--- src/rtl/serial_adder.sv ---
// Bit-serial WIDTH-bit adder: one full-adder cell, a carry flip-flop and shift registers.
// Define SERIAL_ADDER_OVF_EN to add the signed-overflow output ovf_o.
module serial_adder #(
  parameter int unsigned WIDTH = 8
) (
  input  logic             clk_i,
  input  logic             rst_i,
  input  logic             start_i,
  input  logic [WIDTH-1:0] a_i,
  input  logic [WIDTH-1:0] b_i,
  input  logic             cin_i,
  output logic             busy_o,
  output logic             done_o,
  output logic [WIDTH-1:0] sum_o,
  output logic             cout_o
`ifdef SERIAL_ADDER_OVF_EN
  ,
  output logic             ovf_o
`endif
);

  localparam int unsigned CntW = $clog2(WIDTH);

  typedef enum logic [1:0] {StIdle, StShift, StDone} state_e;

  state_e             state_q, state_d;
  logic [WIDTH-1:0]   a_q, a_d, b_q, b_d;
  logic [WIDTH-1:0]   res_q, res_d;
  logic [WIDTH-1:0]   sum_q, sum_d;
  logic               carry_q, carry_d;
  logic               cout_q, cout_d;
  logic               done_q, done_d;
  logic [CntW-1:0]    cnt_q, cnt_d;
  logic               fa_sum, fa_cout, last;
`ifdef SERIAL_ADDER_OVF_EN
  logic               ovf_cap_q, ovf_cap_d;
  logic               ovf_q, ovf_d;
`endif

  // Full-adder cell fed by the operand LSBs and the registered carry.
  assign fa_sum  = a_q[0] ^ b_q[0] ^ carry_q;
  assign fa_cout = (a_q[0] & b_q[0]) | (carry_q & (a_q[0] ^ b_q[0]));
  assign last    = (cnt_q == CntW'(WIDTH - 1));

  always_comb begin
    state_d = state_q;
    a_d     = a_q;
    b_d     = b_q;
    res_d   = res_q;
    sum_d   = sum_q;
    carry_d = carry_q;
    cout_d  = cout_q;
    cnt_d   = cnt_q;
    done_d  = 1'b0;
`ifdef SERIAL_ADDER_OVF_EN
    ovf_cap_d = ovf_cap_q;
    ovf_d     = ovf_q;
`endif
    case (state_q)
      StIdle: begin
        if (start_i) begin
          a_d     = a_i;
          b_d     = b_i;
          carry_d = cin_i;
          cnt_d   = '0;
          state_d = StShift;
        end
      end
      StShift: begin
        carry_d = fa_cout;
        res_d   = {fa_sum, res_q[WIDTH-1:1]};
        a_d     = a_q >> 1;
        b_d     = b_q >> 1;
        if (last) begin
          state_d = StDone;
`ifdef SERIAL_ADDER_OVF_EN
          // carry_q is the carry into the MSB, fa_cout the carry out of it.
          ovf_cap_d = carry_q ^ fa_cout;
`endif
        end else begin
          cnt_d = cnt_q + CntW'(1);
        end
      end
      StDone: begin
        sum_d   = res_q;
        cout_d  = carry_q;
        done_d  = 1'b1;
`ifdef SERIAL_ADDER_OVF_EN
        ovf_d   = ovf_cap_q;
`endif
        state_d = StIdle;
      end
      default: state_d = StIdle;
    endcase
  end

  always_ff @(posedge clk_i or posedge rst_i) begin
    if (rst_i) begin
      state_q   <= StIdle;
      a_q       <= '0;
      b_q       <= '0;
      res_q     <= '0;
      sum_q     <= '0;
      carry_q   <= 1'b0;
      cout_q    <= 1'b0;
      cnt_q     <= '0;
      done_q    <= 1'b0;
`ifdef SERIAL_ADDER_OVF_EN
      ovf_cap_q <= 1'b0;
      ovf_q     <= 1'b0;
`endif
    end else begin
      state_q   <= state_d;
      a_q       <= a_d;
      b_q       <= b_d;
      res_q     <= res_d;
      sum_q     <= sum_d;
      carry_q   <= carry_d;
      cout_q    <= cout_d;
      cnt_q     <= cnt_d;
      done_q    <= done_d;
`ifdef SERIAL_ADDER_OVF_EN
      ovf_cap_q <= ovf_cap_d;
      ovf_q     <= ovf_d;
`endif
    end
  end

  assign busy_o = (state_q != StIdle);
  assign done_o = done_q;
  assign sum_o  = sum_q;
  assign cout_o = cout_q;
`ifdef SERIAL_ADDER_OVF_EN
  assign ovf_o  = ovf_q;
`endif

endmodule
--- config.mk ---
export PLATFORM = sky130hd
export DESIGN_NAME = serial_adder
export DESIGN_NICKNAME = d
export VERILOG_FILES = /design/src/rtl/serial_adder.sv
export SDC_FILE = /design/constraint.sdc
export NUM_CORES = 1
export LEC_CHECK = 0
export ABC_AREA = 1
export ABC_CLOCK_PERIOD_IN_PS = 1400
export CORE_ASPECT_RATIO = 0.7
export CORE_MARGIN = 3
export CORE_UTILIZATION = 65
export CTS_BUF_LIST = sky130_fd_sc_hd__clkbuf_2
export CTS_CLUSTER_DIAMETER = 100
export DETAILED_ROUTE_END_ITERATION = 10
export DONT_BUFFER_PORTS = 1
export PLACE_DENSITY_LB_ADDON = 0.05
export SLEW_MARGIN = 40
export SYNTH_ARGS = -nofsm -noshare
export SYNTH_HDL_FRONTEND = slang
export SYNTH_SLANG_ARGS = --single-unit
export TNS_END_PERCENT = 50
--- constraint.sdc ---
create_clock -name clk_i -period 1.4 [get_ports clk_i]
set_input_delay 0.21 -clock clk_i [delete_from_list [all_inputs] [get_ports clk_i]]
set_output_delay 0.21 -clock clk_i [all_outputs]
set_load 0.01 [all_outputs]
# --- Word level (Yosys, flattened, before mapping) ---
# Cells that the tools add are included.
word_totals:
  regBits: 40
  in_bits: 20
  out_inout_bits: 11
  word_cells: 40
op_classes:
  addsub: 1
  eq_ne: 6
  muxes: 13
  bitwise_logic: 5
  reduce_logical: 6
op_table:
  columns: ["op", "n"]
  rows:
  - ["one-hot mux 8 bit (2 select lines)", 2]
  - ["2-to-1 mux 8 bit", 2]
  - ["2-to-1 mux 3 bit", 2]
  - ["inequality test 2 bit (second input constant)", 3]
  - ["one-hot mux 3 bit (2 select lines)", 1]
  - ["2-to-1 mux 2 bit", 2]
  - ["one-hot mux 2 bit (2 select lines)", 1]
  - ["AND reduction 2 bit", 2]
  - ["nonzero test 2 bit", 2]
  - ["adder 3 x 1 -> 3 bit (second input constant)", 1]
  - ["== test 3 bit (second input constant)", 1]
  - ["AND reduction 3 bit", 1]
  - ["AND 1 bit", 2]
  - ["== test 2 x 1 -> 1 bit (second input constant)", 1]
  - ["== test 2 bit (second input constant)", 1]
  - ["zero test 2 bit", 1]
  - ["2-to-1 mux 1 bit", 2]
  - ["one-hot mux 1 bit (2 select lines)", 1]
  - ["XOR 1 bit", 2]
  - ["OR 1 bit", 1]

# --- Depth between registers and ports, before layout ---
depth:
  depth_word: 4
  ltp_mapped: 7
  depth_no_buf: 6

# --- Worst setup path after synthesis ---
# No wires, ideal clock.
synth_timing:
  path_kind: "register to register"
  start: "register cnt_q[0]"
  end: "register cnt_q[0]"
  setup_time_ns: 0.118
  arrival_ns: 1.086
  t_required_ns: 1.282
  path_slack_ns: 0.197
  stages_incl_launch_ff: 7
  n_path_buf: 0
  period_less_slack_ns: 1.203
  cell_sequence: "dfrtp_1 ha_1 ha_1 inv_1 nand3_1 nand3_1 nand2_1"
synth_via:
  elab_chain_cells: 3
  elab_cells_between_ends: 6
  cone_classes: "add/sub (1); eq/ne (2); mux (2); reduce/logical (1)"
synth_lines:
  columns: ["item", "line_no", "source"]
  rows:
  - ["start: declaration", "33", "logic [CntW-1:0] cnt_q, cnt_d;"]
  - ["start signal: assignment", "120", "cnt_q <= cnt_d;"]
  - ["adder 3 x 1 -> 3 bit / == test 3 bit (equally long branches)", "81, 43", null]
  - ["2-to-1 mux 3 bit / inequality test 2 bit (equally long branches)", null, null]
  - ["one-hot mux 3 bit (2 select lines) / AND reduction 3 bit (equally long branches)", null, null]
# Several ways; a longest one is shown, not always the timed one. The select of a mux whose other input is x is not followed.
# A chain may end at the register's enable or synchronous reset.

# --- Final worst setup path ---
layout_timing:
  start: "register state_q[0]"
  end: "output port busy_o"
layout_via:
  elab_chain_cells: 1
layout_lines:
  columns: ["item", "line_no", "source"]
  rows:
  - ["start: declaration", "26", "state_e state_q, state_d;"]
  - ["start signal: assignment", "99", "state_q <= StIdle;"]
  - ["start signal: assignment", "113", "state_q <= state_d;"]
  - ["nonzero test 2 bit", "129", "assign busy_o = (state_q != StIdle);"]
  - ["end: declaration", "12", "output logic busy_o,"]
# No other way between the ends.

==> impl_results.md <==
- H-tree level count: 2
- Count of standard-cell rows: 15
- Routed wire per std cell: 15.16 µm
- I/O Pins: 31
- Number of global-route vias before repair: 1,594
- Total number of vias: approximately 1,500
- Proportion of power drawn by the clock network: around 15%
- Post-Place Cell Area: 0.001868 mm²
- Highest-count cells in the layout ignoring fill and taps: sky130_fd_sc_hd__nand2_1 (107), sky130_fd_sc_hd__dfrtp_1 (40), sky130_fd_sc_hd__nand3_1 (18)
- Final setup margin: between 0.02 and 0.03 ns
- Vertical die dimension: 50.36 µm
- Root Buffer: sky130_fd_sc_hd__clkbuf_2
- Register clock-pin slew on the reported worst setup and hold paths: 0.18 ns
- Sw Share: 40.95%
- Antenna violations before repair: 0
- Longest Clk Path Bufs: 2
- Average cell area after synthesis: 8.380 µm²
- First-pass GRT wire length: ~7300 µm
- Post-layout instance count excluding filler cells: 278
- Count of different cell masters after synthesis: 18
- Multiplexer area fraction after synthesis: 0%
- Comb power frac: 43.0%
- Total power: approximately 4.7 mW
- Critical Path RT: 1.19 ns
- Mapped Cells: 218
- Final min period: 1.370 ns
- Die Footprint: 0.003493 mm²
- Antenna cell count: 0
- TritonCTS Sinks: 40
- Overflow left after global routing: 0
- DRC violation count after routing: 0
- TritonCTS clock tree: done
- Insertion delay of the later-clocked pin in the worst-skew pair: 0.42 ns
- Estimated wirelength of the detail-placed design: approximately 2400 µm
- Count of TritonRoute iterations in the first routing pass: 4
- Register bit count reported by yosys: 40
- Post-route standard cell area excluding fillers: 0.002180 mm²
- HP Class: in -> reg
- Adder-Cell Fraction of Synth Area: under 10%
- Max-slew violation count: 0
- Share of layout cells above drive strength 1: 13.52%
- Pint: 2.748 mW
- Area fraction in compound gates after synthesis: 6.438%
- Hold violation total from the final report: 0
- CP Data Arrival Time: 1.16 ns
- Dpl ws: 0.03708 ns
- Global placement routability congestion: 0.8012
- Startpoint class of the critical path: flop
- Number of max-cap violations: 0
- Final clock period utilization by the worst path: 97.89%
- Number of buffer cells added on primary ports: 0
- Register area share after synthesis: a little over half
- Leading cell type in the layout, fill and taps excluded: sky130_fd_sc_hd__nand2_1
- Sequential power share: 42.2%
- Maximum fanout along the worst path: 4
- Number of CTS-inserted buffers: 5
- Net switching power: 1.905 mW
- Net count of the mapped netlist: 241
- Count of final setup violators: 0
- Total routed wirelength: around 4200 µm
- Global router's overall resource usage: 27.82%
- Count of fill cells added during filler insertion: 137
- Maximum number of pins on one net before global-route repair: 41
- Final net count: between 200 and 300
- Placeable Area: ~0.0026 mm²
- Result of the run: complete, no violations
- Main combinational cell family by area after synthesis: simple AND/OR/NAND/NOR gates
- Setup CP Type: reg -> out
- Post-synthesis instance area: 0.001827 mm²
- Cell leakage power: 1.187 nW
- Slew HR: around 68%
- Post-synthesis share of cell area spent on and, or, nand and nor gates: 29.18%
- Total area of multi-input combinational cells: 710.7 µm²
- Die boundary width: 69.36 µm
- Final ANT Viol Nets: 0
- Starting utilization of the core area: 71.05%
- Number of DRC markers in iteration 0: 93
- Achievable clock frequency: 729.7 MHz
- Syn-to-layout area delta: 19.32%
- Largest voltage drop on the vdd net: 1.277 mV
- Critical path capture point type: output port
- Sequential standard cell area: approximately 0.001 mm²
- Number of warnings issued by yosys: 0
- Power per cell area: 2135 mW/mm²
- Actual slew at the worst max-slew pin: 0.4839 ns
- Xor/xnor cell area share of the yosys netlist: 0%
- Number of cells after detailed placement: about 250
- Worst clock skew: between 0.02 and 0.03 ns
- RSZ-0062 raised after global routing: yes
- Via density: 5.496
==> worst max-delay path, stage by stage (launching register included) <==
cell and delay [ns]:
sky130_fd_sc_hd__dfrtp_1 0.46, sky130_fd_sc_hd__buf_12 0.15, sky130_fd_sc_hd__nor2_4 0.09, sky130_fd_sc_hd__inv_2 0.06
==> cell usage after synthesis (all sizes together) <==
library cell,number,area share (%)
a21oi,1,0.27
buf,10,3.8
clkbuf,1,0.21
dfrtp,40,55
fa,1,1.1
ha,2,1.4
inv,15,3.1
nand2,107,22
nand3,19,5.2
nand4,3,1.0
nor2,3,0.62
o21ai,15,6.2
or2,1,0.34
==> sequential cells by signal, indices dropped and copies added (netlist names) <==
| signal | count |
|---|---|
| res_q | 8 |
| done_o | 1 |
| cnt_q | 3 |
| state_q | 2 |
| sum_o | 8 |
| b_q | 8 |
| a_q | 8 |
| cout_o | 1 |
| carry_q | 1 |
==> cell families after synthesis <==
group / count (synthesis)
AND/OR/NAND/NOR: 133
adder cells (fa/ha/maj): 3
buffers and inverters: 26
AO/OA/AOI/OAI: 16
flip-flops: 40
==> metrics by stage <==
stage	hold slack [ns]	util, %	setup TNS [ns]
floorplan	0.3196	-	0
global placement	0.2419	72.65	0
detailed placement	0.2570	72.65	0
CTS	0.01438	84.04	0
global route	0.02000	84.77	-0.06966
finish	0.01315	84.77	0
==> area by class of cell <==
class	count	share of cell area [%]
clock buffers	5	1.148
repair buffers	29	13.83
well taps	34	1.952
flip-flops and latches	40	45.92
clock inverters	3	1.952
multi-input cells	152	32.61
inverters	15	2.583
==> routing by layer <==
layer  track usage [%]  vias to the layer above  part of all wire (%)
met1             32.49                      716                    40
li1                  -                      725                     -
met4             19.16                        0                   4.7
met3             6.400                       20                   6.5
met5                 0                        -                     0
met2             46.20                       67                    49
==> repair_timing <==
action                                  4_1_cts  5_1_grt
cloned                                        1        0
hold buffers                                 17        0
resized for setup                             2        4
setup buffers                                 2        1
endpoints found under the hold margin        56        0
endpoints found under the setup margin        1       17
==> path summary, 6_finish.rpt <==
check / endpoint / from / slack (ns) / cells past startpoint
setup / recovery: busy_o / state_q[0] / 0.03 / 3
hold / removal: state_q[0] / start_i / 0.01 / 2
setup reg to reg: b_q[3] / state_q[0] / 0.04 / 6
hold reg to reg: a_q[2] / a_q[2] / 0.51 / 2
max in group asynchronous: a_q[6] / rst_i / 0.70 / 3
min in group asynchronous: res_q[5] / rst_i / 0.35 / 3
==> power by group through the flow <==
stage	Sequential [mW]	Clock (mW)	Combinational [mW]
3_3_place_gp	1.95	0	1.55
3_5_place_dp	1.98	0	1.69
6_report	1.96	0.691	2.00
2_1_floorplan	1.91	0	1.30
4_1_cts	1.96	0.689	1.88
5_1_grt	2.02	0.746	2.28
Power figures use the tool's default switching activity.
